$ cat src/rtl/panel_scan_ctrl.sv
// Frame scan source and output sink for the pixel pipeline: drives col/row counters over
// one frame and re-frames the pipeline's returning RGB as a 24-bit stream with markers.
module panel_scan_ctrl #(
  parameter int H_ACT    = 1448,
  parameter int V_ACT    = 1072,
  parameter int H_BLANK  = 16,
  parameter int PIPE_LAT = 12,
  parameter int CW       = 12
) (
  input  logic          pixel_clk,
  input  logic          rst_n,
  input  logic          start,
  input  logic          abort,
  input  logic [7:0]    RM_data,
  input  logic [7:0]    GM_data,
  input  logic [7:0]    BM_data,
  output logic [CW-1:0] Pixel_Col_cnt,
  output logic [CW-1:0] Pixel_Row_cnt,
  output logic          pix_req,
  output logic          busy,
  output logic          out_valid,
  output logic [23:0]   out_data,
  output logic          out_sof,
  output logic          out_eol,
  output logic          out_eof,
  output logic          frame_done
);

  typedef enum logic [2:0] {S_IDLE, S_ACTIVE, S_HBLANK, S_DRAIN, S_DONE} state_t;

  state_t  state_q, state_d;
  logic [CW-1:0] col_q, col_d, row_q, row_d, blank_q, blank_d;
  // tag bits: {pix, sof, eol, eof}; tap k holds the tag driven k cycles ago
  logic [PIPE_LAT:1][3:0] tag_q;
  logic [3:0]  tag_in;
  logic        pipe_empty;
  logic        last_col, last_row;
  logic        out_valid_q, out_sof_q, out_eol_q, out_eof_q;
  logic [23:0] out_data_q;

  assign last_col = (col_q == CW'(H_ACT - 1));
  assign last_row = (row_q == CW'(V_ACT - 1));
  assign pix_req  = (state_q == S_ACTIVE);
  assign tag_in   = {pix_req,
                     pix_req && (col_q == '0) && (row_q == '0),
                     pix_req && last_col,
                     pix_req && last_col && last_row};

  always_comb begin
    pipe_empty = 1'b1;
    for (int k = 1; k <= PIPE_LAT; k++)
      if (tag_q[k][3]) pipe_empty = 1'b0;
  end

  always_comb begin
    state_d = state_q;
    col_d   = col_q;
    row_d   = row_q;
    blank_d = blank_q;
    case (state_q)
      S_IDLE: if (start) begin
        state_d = S_ACTIVE;
        col_d   = '0;
        row_d   = '0;
      end
      S_ACTIVE: begin
        if (!last_col) begin
          col_d = col_q + 1'b1;
        end else if (last_row) begin
          state_d = S_DRAIN;
          col_d   = '0;
          row_d   = '0;
        end else begin
          col_d   = '0;
          row_d   = row_q + 1'b1;
          blank_d = '0;
          if (H_BLANK > 0) state_d = S_HBLANK;
        end
      end
      S_HBLANK: begin
        if (blank_q == CW'(H_BLANK - 1)) state_d = S_ACTIVE;
        else                             blank_d = blank_q + 1'b1;
      end
      // the eof beat only appears once the whole frame has left the pipeline
      S_DRAIN: if (pipe_empty && out_valid_q && out_eof_q) state_d = S_DONE;
      S_DONE:  state_d = S_IDLE;
      default: state_d = S_IDLE;
    endcase
    if (abort) begin
      state_d = S_IDLE;
      col_d   = '0;
      row_d   = '0;
      blank_d = '0;
    end
  end

  always_ff @(posedge pixel_clk or negedge rst_n) begin
    if (!rst_n) begin
      state_q     <= S_IDLE;
      col_q       <= '0;
      row_q       <= '0;
      blank_q     <= '0;
      tag_q       <= '0;
      out_valid_q <= 1'b0;
      out_sof_q   <= 1'b0;
      out_eol_q   <= 1'b0;
      out_eof_q   <= 1'b0;
      out_data_q  <= '0;
    end else begin
      state_q <= state_d;
      col_q   <= col_d;
      row_q   <= row_d;
      blank_q <= blank_d;
      if (abort) begin
        tag_q       <= '0;
        out_valid_q <= 1'b0;
        out_sof_q   <= 1'b0;
        out_eol_q   <= 1'b0;
        out_eof_q   <= 1'b0;
      end else begin
        tag_q[1] <= tag_in;
        for (int k = 2; k <= PIPE_LAT; k++) tag_q[k] <= tag_q[k-1];
        out_valid_q <= tag_q[PIPE_LAT][3];
        out_sof_q   <= tag_q[PIPE_LAT][2];
        out_eol_q   <= tag_q[PIPE_LAT][1];
        out_eof_q   <= tag_q[PIPE_LAT][0];
        if (tag_q[PIPE_LAT][3]) out_data_q <= {RM_data, GM_data, BM_data};
      end
    end
  end

  assign Pixel_Col_cnt = col_q;
  assign Pixel_Row_cnt = row_q;
  assign busy          = (state_q != S_IDLE);
  assign frame_done    = (state_q == S_DONE);
  assign out_valid     = out_valid_q;
  assign out_data      = out_data_q;
  assign out_sof       = out_sof_q;
  assign out_eol       = out_eol_q;
  assign out_eof       = out_eof_q;

endmodule
$ cat config.mk
export PLATFORM = sky130hd
export DESIGN_NAME = panel_scan_ctrl
export DESIGN_NICKNAME = d
export VERILOG_FILES = /design/src/rtl/panel_scan_ctrl.sv
export SDC_FILE = /design/constraint.sdc
export NUM_CORES = 1
export LEC_CHECK = 0
export ABC_AREA = 1
export CAP_MARGIN = 40
export CELL_PAD_IN_SITES_DETAIL_PLACEMENT = 1
export CELL_PAD_IN_SITES_GLOBAL_PLACEMENT = 2
export CORE_MARGIN = 2
export CORE_UTILIZATION = 32
export DETAILED_ROUTE_END_ITERATION = 10
export GPL_TIMING_DRIVEN = 0
export PLACE_DENSITY = 0.84
export SLEW_MARGIN = 5
export SYNTH_ARGS = -nofsm -noshare
export SYNTH_HDL_FRONTEND = slang
export SYNTH_SLANG_ARGS = --single-unit
$ cat constraint.sdc
create_clock -name pixel_clk -period 2 [get_ports pixel_clk]
set_clock_uncertainty 0.1 [all_clocks]
set_input_delay 0.4 -clock pixel_clk [delete_from_list [all_inputs] [get_ports pixel_clk]]
set_output_delay 0.4 -clock pixel_clk [all_outputs]
set_load 0.02 [all_outputs]
==> impl_metrics.prom, run 1 <==
# TYPE chip_impl_metric gauge
chip_impl_info{name="status",value="completed"} 1
chip_impl_metric{name="share_clk_of_total_power",unit="%"} 40.4
chip_impl_metric{name="max_stage_delay",unit="ns"} 0.63
chip_impl_metric{name="worstPathBufferInverterCount",unit=""} 1
chip_impl_metric{name="drc",unit=""} 0
chip_impl_metric{name="detailedRoute.firstPassIterationCount",unit=""} 4
chip_impl_info{name="ctsRootBufferMaster",value="clkbuf_16"} 1
chip_impl_metric{name="floorplan.initialDensity",unit="%"} 32.6
chip_impl_metric{name="clk_pin_slew_worst_paths",unit="ns"} 0.05
chip_impl_metric{name="place_hpwl",unit="µm"} 10300
chip_impl_metric{name="synth.cell_area",unit="µm²"} 5390
chip_impl_metric{name="synth-warning-count",unit=""} 0
chip_impl_metric{name="part_of_the_yosys_area_used_for_sequential_elements",unit="%"} 53.4
chip_impl_metric{name="total_leakage_power",unit="nW"} 3.54
chip_impl_metric{name="max_slew_margin",unit="%"} 59.0
chip_impl_metric{name="insertion_delay",unit="ns"} 0.41
chip_impl_info{name="mostFrequentLayoutCell",value="nand2_1"} 1
chip_impl_info{name="critical_path.startpoint",value="Pixel_Row_cnt[1]"} 1
chip_impl_metric{name="final_period_minus_worst_setup_slack",unit="ns"} 1.95
chip_impl_metric{name="synth_area_per_cell",unit="µm²"} 8.11
chip_impl_metric{name="reg2reg_depth",unit=""} 9
chip_impl_metric{name="numClockSinks",unit=""} 115
chip_impl_info{name="classification_of_the_worst_slack_hold_path",value="in -> reg"} 1
chip_impl_metric{name="critical_path_depth_in_cells",unit=""} 1
chip_impl_metric{name="pwr_total",unit="mW"} 7.37
chip_impl_metric{name="layout.core_utilization",unit="%"} 43.3
chip_impl_metric{name="dr.first_iter.drc_count",unit=""} 124
chip_impl_info{name="timing.critical_path.to_type",value="output port"} 1
chip_impl_metric{name="die_boundary_width",unit="µm"} 134
chip_impl_info{name="critical_path.startpoint_type",value="flip-flop"} 1
chip_impl_metric{name="power.combinational.fraction",unit="%"} 23.9
chip_impl_info{name="cp_cell_sequence",value="clkdlybuf4s50_1"} 1
chip_impl_metric{name="power_switching_share",unit="%"} 32.0
chip_impl_metric{name="ys_ff_latch",unit=""} 115
chip_impl_metric{name="timing.final.hold_violations",unit=""} 0
chip_impl_metric{name="r2r_slack",unit="ns"} 0.15
chip_impl_metric{name="finalCritPeriodShare",unit="%"} 97.5
chip_impl_metric{name="cts_made_buffers",unit=""} 17
chip_impl_info{name="crit_end",value="Pixel_Row_cnt[1]"} 1
chip_impl_metric{name="final_critical_path_setup_slack",unit="ns"} 0.0498
chip_impl_metric{name="seqPwrFrac",unit="%"} 35.7
chip_impl_metric{name="core_area",unit="µm²"} 16500
chip_impl_metric{name="max_freq",unit="MHz"} 513
chip_impl_metric{name="syn_to_layout_area_delta",unit="%"} 32.7
chip_impl_metric{name="detail-route-antenna-nets",unit=""} 0
chip_impl_metric{name="int_pwr",unit="mW"} 5.01
chip_impl_info{name="setup_repair_after_global_routing_missed_its_margin",value="false"} 1
chip_impl_info{name="critical_path_class",value="reg -> out"} 1
chip_impl_metric{name="final-setup-viol-count",unit=""} 0
chip_impl_metric{name="n_fill_cell",unit=""} 1943
chip_impl_metric{name="routed_wl",unit="µm"} 14500
chip_impl_metric{name="max-vdd-ir-drop",unit="mV"} 0.676
chip_impl_metric{name="arrival",unit="ns"} 1.45
chip_impl_metric{name="drive_above_1_share",unit="%"} 12.1
chip_impl_metric{name="number_of_global_route_vias_before_repair",unit=""} 4941
chip_impl_metric{name="power-per-cell-area",unit="nW/µm²"} 1030
chip_impl_metric{name="switchingPower",unit="mW"} 2.36
chip_impl_metric{name="antennaDiodeCount",unit=""} 0
chip_impl_info{name="layout_common_cells",value="nand2_1, dfrtp_1, nor2_1"} 1
chip_impl_metric{name="io_pins",unit=""} 83
chip_impl_metric{name="setup_tns",unit="ns"} 0
chip_impl_info{name="cts_tree",value="built"} 1
chip_impl_metric{name="synth_fp_nets",unit=""} 698
chip_impl_metric{name="grt_first_pass_wirelength",unit="µm"} 24700
chip_impl_metric{name="tightestPinTransition",unit="ns"} 0.615
chip_impl_metric{name="detail_route.vias_per_cell",unit=""} 4.72
chip_impl_metric{name="hold_ws",unit="ns"} 0.328
chip_impl_metric{name="timing.critical_path.fanout_max",unit=""} 4
chip_impl_metric{name="vias",unit=""} 4734
chip_impl_metric{name="max_cap_viol_count",unit=""} 0
chip_impl_metric{name="worst-endpoint-required",unit="ns"} 1.50
chip_impl_metric{name="synth_cell_type_count",unit=""} 37
chip_impl_info{name="cp_slowest_cell",value="clkdlybuf4s50_1"} 1
chip_impl_metric{name="globalRouteTotalUtil",unit="%"} 17.3
chip_impl_metric{name="netlist_instances",unit=""} 665
chip_impl_metric{name="die_h",unit="µm"} 134
chip_impl_metric{name="cts-htree-levels",unit=""} 4
chip_impl_metric{name="place.port_buffers",unit=""} 82
chip_impl_metric{name="die_area",unit="µm²"} 17900
chip_impl_metric{name="globalplace.congestion",unit=""} 0.833
chip_impl_metric{name="placement_rows",unit=""} 47
chip_impl_metric{name="initial_antenna_violation_count",unit=""} 0
chip_impl_metric{name="placement_setup_slack",unit="ns"} -0.477
chip_impl_info{name="crit-reg2reg-capture",value="Pixel_Row_cnt[10]"} 1
chip_impl_metric{name="final_global_route_overflow_total",unit=""} 0
chip_impl_metric{name="maxSlewViolCount",unit=""} 0
chip_impl_metric{name="design.final.nets",unit=""} 803
chip_impl_info{name="timing.critical_path.max_delay_family",value="buffers and inverters"} 1
chip_impl_metric{name="grt_max_degree",unit=""} 64
chip_impl_metric{name="clock_tree.buffer_depth",unit=""} 2
chip_impl_metric{name="route.detailed.wl_per_inst",unit="µm"} 14.5
chip_impl_info{name="rr_startpoint",value="state_q[2]"} 1
==> flip-flops by register name, summed over array words and instances, names as in the netlist <==
| name | count |
|---|---|
| out_sof | 1 |
| out_valid | 1 |
| out_eol | 1 |
| blank_q | 12 |
| tag_q | 48 |
| Pixel_Col_cnt | 12 |
| out_eof | 1 |
| state_q | 3 |
| Pixel_Row_cnt | 12 |
| out_data | 24 |
==> power by group through the flow <==
stage                     registers (mW)  clock network (mW)  logic (mW)
after global placement              2.64                   0        1.71
final                               2.63                2.97        1.76
after detailed placement            2.65                   0        1.74
after global routing                2.65                3.17        1.93
after floorplan                     2.73                   0       0.928
after CTS                           2.61                3.06        1.74
==> cells in the mapped netlist (all sizes together) <==
library cell	instances	share of area, %
nand2	190	14
dfrtp	115	53
nor2	104	7.9
inv	100	7.0
nand3	43	4.3
o21ai	28	3.2
nand4	23	2.7
buf	14	1.8
nor3	14	1.4
a21oi	11	1.2
ha	5	1.2
nor4	4	0.46
clkbuf	3	0.21
xor2	3	0.49
or2	2	0.23
a31oi	1	0.12
and3	1	0.12
clkinv	1	0.070
nor3b	1	0.23
o2111ai	1	0.16
o211ai	1	0.14
==> what timing repair did <==
| item | CTS | global route |
|---|---|---|
| gates cloned | 0 | 0 |
| hold endpoints to repair | 62 | 0 |
| pin swaps | 0 | 1 |
| setup buffers | 0 | 2 |
| hold buffers | 1 | 0 |
| resized for setup | 23 | 25 |
| setup endpoints to repair | 20 | 37 |
==> worst min path at each step <==
stage                    from          endpoint  slack (ns)  cells past startpoint
floorplan               rst_n  Pixel_Col_cnt[0]       0.004                      0
global placement    tag_q[25]         tag_q[29]        0.34                      2
detailed placement      rst_n         tag_q[38]        0.35                      1
CTS                 tag_q[12]         tag_q[16]        0.36                      2
global route            abort          tag_q[3]        0.32                      2
finish                  abort          tag_q[3]        0.33                      2
==> through the flow <==
stage | instances | instance area (µm²)
5_1_grt | 1003 | 7150
6_report | 1003 | 7150
3_5_place_dp | 968 | 6520
4_1_cts | 1001 | 7100
2_1_floorplan | 665 | 5390
3_3_place_gp | 967 | 6490
==> kinds of logic after synthesis <==
logic type / Yosys count / synth area share, %
buf+inv: 118 / 9.05
fa+ha+maj: 5 / 1.16
compound gates: 42 / 4.80
xor+xnor: 3 / 0.487
simple gates: 382 / 31.1
flops: 115 / 53.4
==> worst reg2reg max path, cell delays in order (launching register included) <==
cell,delay (ns)
dfrtp_2,0.44
inv_2,0.10
nand3_4,0.15
buf_4,0.20
nor2_8,0.13
nand2_4,0.12
nand2_4,0.16
buf_4,0.23
nor2_1,0.06
nor2_1,0.10
==> routing by layer <==
| metal | vias to the layer above | GRT usage (%) | wire, µm |
|---|---|---|---|
| met1 | 2321 | 23.3 | 6910 |
| met3 | 18 | 3.89 | 624 |
| met5 | - | 0 | 0 |
| met2 | 113 | 27.8 | 6790 |
| met4 | 0 | 5.67 | 197 |
| li1 | 2282 | - | - |
==> cell type report <==
cell class / instances / area (µm²) / area share [%]
multi-input combinational: 432 / 2050 / 28.6
tap: 220 / 275 / 3.85
timing repair buffer: 86 / 863 / 12.1
clock inverter: 8 / 101 / 1.42
clock buffer: 24 / 482 / 6.74
sequential: 115 / 2890 / 40.3
buffer: 17 / 108 / 1.50
inverter: 101 / 389 / 5.44
Note: power is estimated with default switching activity, not from simulation.
==> run 2, diff against run 1 <==
--- a/config.mk
+++ b/config.mk
@@ -13,8 +13,8 @@
 export CORE_UTILIZATION = 32
 export DETAILED_ROUTE_END_ITERATION = 10
 export GPL_TIMING_DRIVEN = 0
+export MAX_ROUTING_LAYER = met4
 export PLACE_DENSITY = 0.84
-export SLEW_MARGIN = 5
 export SYNTH_ARGS = -nofsm -noshare
 export SYNTH_HDL_FRONTEND = slang
 export SYNTH_SLANG_ARGS = --single-unit
==> run 2 against run 1 <==
Against the previous run:
- core utilization stayed put
- critical path type unchanged
- worst setup slack better by 0.0017 ns
- count of clock-buffer cells in the layout stayed put
- first-iteration DRC count is 18% higher
- non-clock buffer count stayed put
- global-route usage is 0.55 points higher
- via count hardly changed
- wire length hardly changed
==> impl_metrics.prom, run 2 (same netlist as run 1, synthesis figures left out) <==
# TYPE chip_impl_metric gauge
chip_impl_metric{name="cts_made_buffers",unit=""} 17
chip_impl_metric{name="initial_antenna_violation_count",unit=""} 0
chip_impl_metric{name="insertion_delay",unit="ns"} 0.41
chip_impl_metric{name="die_boundary_width",unit="µm"} 134
chip_impl_metric{name="die_h",unit="µm"} 134
chip_impl_metric{name="place.port_buffers",unit=""} 82
chip_impl_metric{name="cts-htree-levels",unit=""} 4
chip_impl_metric{name="place_hpwl",unit="µm"} 10300
chip_impl_metric{name="tightestPinTransition",unit="ns"} 0.612
chip_impl_metric{name="numClockSinks",unit=""} 115
chip_impl_metric{name="globalplace.congestion",unit=""} 0.846
chip_impl_metric{name="detail_route.vias_per_cell",unit=""} 4.72
chip_impl_metric{name="final-setup-viol-count",unit=""} 0
chip_impl_metric{name="antennaDiodeCount",unit=""} 0
chip_impl_metric{name="max_slew_margin",unit="%"} 59.2
chip_impl_metric{name="clock_tree.buffer_depth",unit=""} 2
chip_impl_info{name="cts_tree",value="built"} 1
chip_impl_metric{name="timing.critical_path.fanout_max",unit=""} 4
chip_impl_metric{name="worstPathBufferInverterCount",unit=""} 1
chip_impl_metric{name="placement_rows",unit=""} 47
chip_impl_metric{name="max_freq",unit="MHz"} 513
chip_impl_metric{name="placement_setup_slack",unit="ns"} -0.477
chip_impl_info{name="classification_of_the_worst_slack_hold_path",value="in -> reg"} 1
chip_impl_info{name="layout_common_cells",value="nand2_1, dfrtp_1, nor2_1"} 1
chip_impl_metric{name="design.final.nets",unit=""} 803
chip_impl_metric{name="max_stage_delay",unit="ns"} 0.63
chip_impl_info{name="status",value="completed"} 1
chip_impl_metric{name="numPlacedInstances",unit=""} 968
chip_impl_info{name="timing.critical_path.max_delay_family",value="buffers and inverters"} 1
chip_impl_metric{name="core_area",unit="µm²"} 16500
chip_impl_metric{name="r2r_slack",unit="ns"} 0.15
chip_impl_metric{name="timing.final.hold_violations",unit=""} 0
chip_impl_metric{name="routed_wl",unit="µm"} 14500
chip_impl_metric{name="power-per-cell-area",unit="nW/µm²"} 1030
chip_impl_metric{name="arrival",unit="ns"} 1.45
chip_impl_info{name="mostFrequentLayoutCell",value="nand2_1"} 1
chip_impl_metric{name="largest_register_ffs",unit=""} 48
chip_impl_metric{name="detailedRoute.firstPassIterationCount",unit=""} 4
chip_impl_info{name="largest-register",value="tag_q"} 1
chip_impl_info{name="timing.critical_path.to_type",value="output port"} 1
chip_impl_metric{name="drc",unit=""} 0
chip_impl_metric{name="vias",unit=""} 4730
chip_impl_metric{name="final_global_route_overflow_total",unit=""} 0
chip_impl_info{name="crit-reg2reg-capture",value="Pixel_Row_cnt[4]"} 1
chip_impl_metric{name="globalRouteTotalUtil",unit="%"} 17.9
chip_impl_metric{name="final_critical_path_setup_slack",unit="ns"} 0.0516
chip_impl_metric{name="final-instance-count-excl-fill",unit=""} 1003
chip_impl_info{name="min_from",value="abort"} 1
chip_impl_metric{name="hold_depth",unit=""} 2
chip_impl_metric{name="reg2reg_depth",unit=""} 10
chip_impl_metric{name="route.detailed.wl_per_inst",unit="µm"} 14.5
chip_impl_metric{name="dr.first_iter.drc_count",unit=""} 146
chip_impl_info{name="critical_path.startpoint_type",value="flip-flop"} 1
chip_impl_info{name="min_to",value="tag_q[3]"} 1
chip_impl_metric{name="area_of_the_multi_input_gates",unit="µm²"} 2050
chip_impl_metric{name="syn_to_layout_area_delta",unit="%"} 32.7
chip_impl_metric{name="max-vdd-ir-drop",unit="mV"} 0.676
chip_impl_metric{name="total_leakage_power",unit="nW"} 3.54
chip_impl_metric{name="finalCritPeriodShare",unit="%"} 97.4
chip_impl_info{name="rr_startpoint",value="Pixel_Col_cnt[1]"} 1
chip_impl_metric{name="io_pins",unit=""} 83
chip_impl_metric{name="max_cap_viol_count",unit=""} 0
chip_impl_metric{name="number_of_global_route_vias_before_repair",unit=""} 4923
chip_impl_info{name="cp_cell_sequence",value="clkdlybuf4s50_1"} 1
chip_impl_metric{name="grt_first_pass_wirelength",unit="µm"} 24700
chip_impl_info{name="setup_repair_after_global_routing_missed_its_margin",value="false"} 1
chip_impl_info{name="cp_slowest_cell",value="clkdlybuf4s50_1"} 1
chip_impl_info{name="critical_path_class",value="reg -> out"} 1
chip_impl_metric{name="layout.area.seq",unit="µm²"} 2890
chip_impl_metric{name="floorplan.initialDensity",unit="%"} 32.6
chip_impl_metric{name="final_period_minus_worst_setup_slack",unit="ns"} 1.95
chip_impl_metric{name="clk_pin_slew_worst_paths",unit="ns"} 0.05
chip_impl_metric{name="n_fill_cell",unit=""} 1943
chip_impl_metric{name="die_area",unit="µm²"} 17900
chip_impl_metric{name="maxSlewViolCount",unit=""} 0
chip_impl_metric{name="detail-route-antenna-nets",unit=""} 0
chip_impl_metric{name="pwr_total",unit="mW"} 7.36
chip_impl_metric{name="drive_above_1_share",unit="%"} 12.1
chip_impl_metric{name="worst-endpoint-required",unit="ns"} 1.50
chip_impl_metric{name="grt_max_degree",unit=""} 64
chip_impl_info{name="ctsRootBufferMaster",value="clkbuf_16"} 1
-- run 2: layout make-up --
cell class              count  share of cell area [%]
flip-flops and latches    115                    40.3
multi-input cells         432                    28.6
well taps                 220                    3.85
inverters                 101                    5.44
clock buffers              24                    6.74
clock inverters             8                    1.42
plain buffers              17                    1.50
repair buffers             86                    12.1
-- run 2: metal layers --
metal | vias up | wire length, µm | GRT usage (%)
met5 | - | 0 | -
met4 | 0 | 155 | 5.85
met3 | 14 | 525 | 3.59
met2 | 109 | 6840 | 27.7
met1 | 2325 | 7000 | 23.6
li1 | 2282 | - | -
-- run 2: what timing repair did --
action,4_1_cts,5_1_grt
hold buffers,1,0
endpoints found under the hold margin,62,0
cloned,0,0
pin swaps,0,1
resized for setup,23,25
endpoints found under the setup margin,20,36
buffers inserted,0,2
-- run 2: worst max path at each step --
stage	start	endpoint	slack (ns)	cells past startpoint
2_1_floorplan	Pixel_Row_cnt[0]	blank_q[4]	0.21	9
3_3_place_gp	rst_n	Pixel_Row_cnt[9]	-4.21	1
3_5_place_dp	abort	blank_q[6]	-0.48	6
4_1_cts	state_q[2]	pix_req	-0.13	4
5_1_grt	Pixel_Row_cnt[1]	Pixel_Row_cnt[1]	0.005	1
6_report	Pixel_Row_cnt[1]	Pixel_Row_cnt[1]	0.05	1
-- run 2: where the power goes --
| group | leakage [nW] | switching [mW] | total [mW] | internal [mW] |
|---|---|---|---|---|
| clock network | 0.276 | 1.04 | 2.97 | 1.93 |
| logic | 1.70 | 1.17 | 1.76 | 0.599 |
| registers | 1.56 | 0.147 | 2.63 | 2.48 |
-- run 2: through the flow --
stage / setup TNS, ns / hold slack, ns / cell area [µm²] / util (%)
after floorplan: 0 / 0.00441 / 5390 / -
after global placement: -495.78 / 0.336 / 6490 / 39.3
after detailed placement: -16.62 / 0.346 / 6520 / 39.4
after CTS: -0.148 / 0.360 / 7100 / 42.9
after global routing: 0 / 0.324 / 7150 / 43.3
final: 0 / 0.330 / 7150 / 43.3
==> run 3, diff against run 2 <==
--- a/config.mk
+++ b/config.mk
@@ -10,11 +10,11 @@
 export CELL_PAD_IN_SITES_DETAIL_PLACEMENT = 1
 export CELL_PAD_IN_SITES_GLOBAL_PLACEMENT = 2
 export CORE_MARGIN = 2
-export CORE_UTILIZATION = 32
+export CORE_UTILIZATION = 34
 export DETAILED_ROUTE_END_ITERATION = 10
 export GPL_TIMING_DRIVEN = 0
 export MAX_ROUTING_LAYER = met4
-export PLACE_DENSITY = 0.84
+export PLACE_DENSITY = 0.88
 export SYNTH_ARGS = -nofsm -noshare
 export SYNTH_HDL_FRONTEND = slang
 export SYNTH_SLANG_ARGS = --single-unit
==> constraint.sdc (replaced) <==
create_clock -name pixel_clk -period 2.3 [get_ports pixel_clk]
set_clock_uncertainty 0.1 [all_clocks]
set_input_delay 0.46 -clock pixel_clk [delete_from_list [all_inputs] [get_ports pixel_clk]]
set_output_delay 0.46 -clock pixel_clk [all_outputs]
set_load 0.02 [all_outputs]
==> run 3 against run 2 <==
Against the previous run:
- core utilization grew 1.6 points
- global-route usage grew 1.2 points
- sequential power shrank 13%
- sequential cell count is the same
- worst setup slack gained 0.089 ns
- non-clock buffer count shrank 2
- sequential share of layout area grew 0.49 points
- power shrank 16%
- register-to-register slack gained 0.12 ns
- count of clock-buffer cells in the layout shrank 1
- design area shrank 1.5%
- largest cell class unchanged
==> impl_metrics.prom, run 3 (same netlist as run 1, synthesis figures left out) <==
# TYPE chip_impl_metric gauge
chip_impl_metric{name="cts.repair_timing.setup_buffer_count",unit=""} 0
chip_impl_metric{name="total_leakage_power",unit="nW"} 3.33
chip_impl_metric{name="max_cap_viol_count",unit=""} 0
chip_impl_info{name="timing.critical_path.to_type",value="output port"} 1
chip_impl_metric{name="die_h",unit="µm"} 130
chip_impl_info{name="mostFrequentLayoutCell",value="nand2_1"} 1
chip_impl_metric{name="number_of_global_route_vias_before_repair",unit=""} 4940
chip_impl_metric{name="drc",unit=""} 0
chip_impl_info{name="rr_startpoint",value="Pixel_Col_cnt[0]"} 1
chip_impl_metric{name="finalCritPeriodShare",unit="%"} 93.9
chip_impl_info{name="cp_cell_sequence",value="clkdlybuf4s50_1"} 1
chip_impl_metric{name="antennaDiodeCount",unit=""} 0
chip_impl_metric{name="timing.final.hold_violations",unit=""} 0
chip_impl_metric{name="numPlacedInstances",unit=""} 964
chip_impl_metric{name="syn_to_layout_area_delta",unit="%"} 30.7
chip_impl_metric{name="max_slew_margin",unit="%"} 59.1
chip_impl_info{name="largest-register",value="tag_q"} 1
chip_impl_metric{name="final-instance-count-excl-fill",unit=""} 993
chip_impl_metric{name="final_critical_path_setup_slack",unit="ns"} 0.141
chip_impl_metric{name="placement_rows",unit=""} 46
chip_impl_metric{name="detail_route.vias_per_cell",unit=""} 4.71
chip_impl_metric{name="grt_max_degree",unit=""} 88
chip_impl_metric{name="globalplace.congestion",unit=""} 0.843
chip_impl_metric{name="place.port_buffers",unit=""} 82
chip_impl_info{name="ctsRootBufferMaster",value="clkbuf_16"} 1
chip_impl_metric{name="globalRouteTotalUtil",unit="%"} 19.1
chip_impl_metric{name="max_freq",unit="MHz"} 463
chip_impl_metric{name="detailedRoute.firstPassIterationCount",unit=""} 4
chip_impl_metric{name="r2r_slack",unit="ns"} 0.27
chip_impl_metric{name="hold_ws",unit="ns"} 0.352
chip_impl_metric{name="detail-route-antenna-nets",unit=""} 0
chip_impl_metric{name="clk_pin_slew_worst_paths",unit="ns"} 0.05
chip_impl_metric{name="timing.critical_path.fanout_max",unit=""} 7
chip_impl_metric{name="die_area",unit="µm²"} 16900
chip_impl_metric{name="cts_made_buffers",unit=""} 17
chip_impl_metric{name="insertion_delay",unit="ns"} 0.42
chip_impl_metric{name="reg2reg_depth",unit=""} 10
chip_impl_metric{name="max-vdd-ir-drop",unit="mV"} 0.565
chip_impl_metric{name="grt_first_pass_wirelength",unit="µm"} 24300
chip_impl_metric{name="final_global_route_overflow_total",unit=""} 0
chip_impl_metric{name="critical_path_depth_in_cells",unit=""} 1
chip_impl_metric{name="initial_antenna_violation_count",unit=""} 0
chip_impl_info{name="classification_of_the_worst_slack_hold_path",value="reg -> reg"} 1
chip_impl_metric{name="worstPathBufferInverterCount",unit=""} 1
chip_impl_info{name="min_from",value="tag_q[25]"} 1
chip_impl_metric{name="max_stage_delay",unit="ns"} 0.67
chip_impl_info{name="setup_repair_after_global_routing_missed_its_margin",value="false"} 1
chip_impl_metric{name="maxSlewViolCount",unit=""} 0
chip_impl_metric{name="io_pins",unit=""} 83
chip_impl_metric{name="clock_tree.buffer_depth",unit=""} 2
chip_impl_info{name="cts_tree",value="built"} 1
chip_impl_info{name="critical_path_class",value="reg -> out"} 1
chip_impl_metric{name="dr.first_iter.drc_count",unit=""} 147
chip_impl_metric{name="vias",unit=""} 4675
chip_impl_metric{name="power-per-cell-area",unit="nW/µm²"} 876
chip_impl_info{name="status",value="completed"} 1
chip_impl_metric{name="routed_wl",unit="µm"} 14400
chip_impl_metric{name="placement_setup_slack",unit="ns"} -0.164
chip_impl_info{name="cp_slowest_cell",value="clkdlybuf4s50_1"} 1
chip_impl_metric{name="route.detailed.wl_per_inst",unit="µm"} 14.5
chip_impl_metric{name="final_period_minus_worst_setup_slack",unit="ns"} 2.16
chip_impl_info{name="min_to",value="tag_q[29]"} 1
chip_impl_info{name="critical_path.startpoint_type",value="flip-flop"} 1
chip_impl_metric{name="worst-endpoint-required",unit="ns"} 1.74
chip_impl_metric{name="drive_above_1_share",unit="%"} 10.0
chip_impl_info{name="layout_common_cells",value="nand2_1, dfrtp_1, nor2_1"} 1
chip_impl_metric{name="numClockSinks",unit=""} 115
chip_impl_metric{name="hold_depth",unit=""} 2
chip_impl_metric{name="floorplan.initialDensity",unit="%"} 34.3
chip_impl_metric{name="design.final.nets",unit=""} 801
chip_impl_metric{name="die_boundary_width",unit="µm"} 130
chip_impl_info{name="crit-reg2reg-capture",value="Pixel_Row_cnt[1]"} 1
chip_impl_metric{name="cts-htree-levels",unit=""} 4
chip_impl_metric{name="final-setup-viol-count",unit=""} 0
chip_impl_info{name="timing.critical_path.max_delay_family",value="buffers and inverters"} 1
chip_impl_metric{name="arrival",unit="ns"} 1.60
chip_impl_metric{name="tightestPinTransition",unit="ns"} 0.613
chip_impl_metric{name="place_hpwl",unit="µm"} 10200
chip_impl_metric{name="largest_register_ffs",unit=""} 48
chip_impl_metric{name="core_area",unit="µm²"} 15700
[run 3: cell count changes in the layout (fill, tap and decap cells not counted), moves of 2 or more]
cell             delta
dfrtp_1             +6
dlygate4sd2_1      -13
buf_2               -2
ha_1                +2
buf_4               -2
clkdlybuf4s50_1    +22
dlymetal6s2s_1      -7
dfrtp_2             -6
[run 3: layer usage]
metal / track usage, % / share of wire [%] / vias to the layer above
met2: 31.0 / 48 / 96
met5: - / 0 / -
li1: - / - / 2281
met1: 23.9 / 47 / 2278
met3: 3.36 / 3.7 / 20
met4: 7.15 / 1.3 / 0
[run 3: worst max-delay path by stage]
stage | from | endpoint
after floorplan | Pixel_Row_cnt[0] | blank_q[4]
after global placement | rst_n | Pixel_Row_cnt[9]
after detailed placement | abort | blank_q[6]
after CTS | state_q[2] | pix_req
after global routing | Pixel_Col_cnt[0] | Pixel_Row_cnt[1]
final | Pixel_Row_cnt[2] | Pixel_Row_cnt[2]
[run 3: power by group]
| part | total, mW | leakage (nW) | internal [mW] | switching (mW) |
|---|---|---|---|---|
| clock network | 2.43 | 0.257 | 1.54 | 0.888 |
| registers | 2.28 | 1.57 | 2.15 | 0.126 |
| logic | 1.47 | 1.50 | 0.496 | 0.973 |
[run 3: area by class of cell]
| type | count | area [µm²] |
|---|---|---|
| Fill cell | 1876 | 8660 |
| Sequential cell | 115 | 2880 |
| Multi-Input combinational cell | 432 | 2030 |
| Timing Repair Buffer | 84 | 852 |
| Clock buffer | 23 | 478 |
| Inverter | 101 | 383 |
| Tap cell | 216 | 270 |
| Buffer | 17 | 106 |
| Clock inverter | 5 | 55.1 |
[run 3: repair_timing]
| action | 4_1_cts | 5_1_grt |
|---|---|---|
| hold buffers | 1 | 0 |
| gates resized for setup | 5 | 1 |
| pin swaps | 0 | 0 |
| endpoints found under the setup margin | 3 | 1 |
| endpoints found under the hold margin | 28 | 0 |
[run 3: stage by stage]
step	util, %	cell area [µm²]	power (mW)	TNS (ns)
2_1_floorplan	-	5390	3.18	0
5_1_grt	44.9	7050	6.49	0
3_3_place_gp	41.3	6480	3.77	-459.16
6_report	44.9	7050	6.17	0
3_5_place_dp	41.4	6510	3.81	-1.36
4_1_cts	44.9	7050	6.26	0
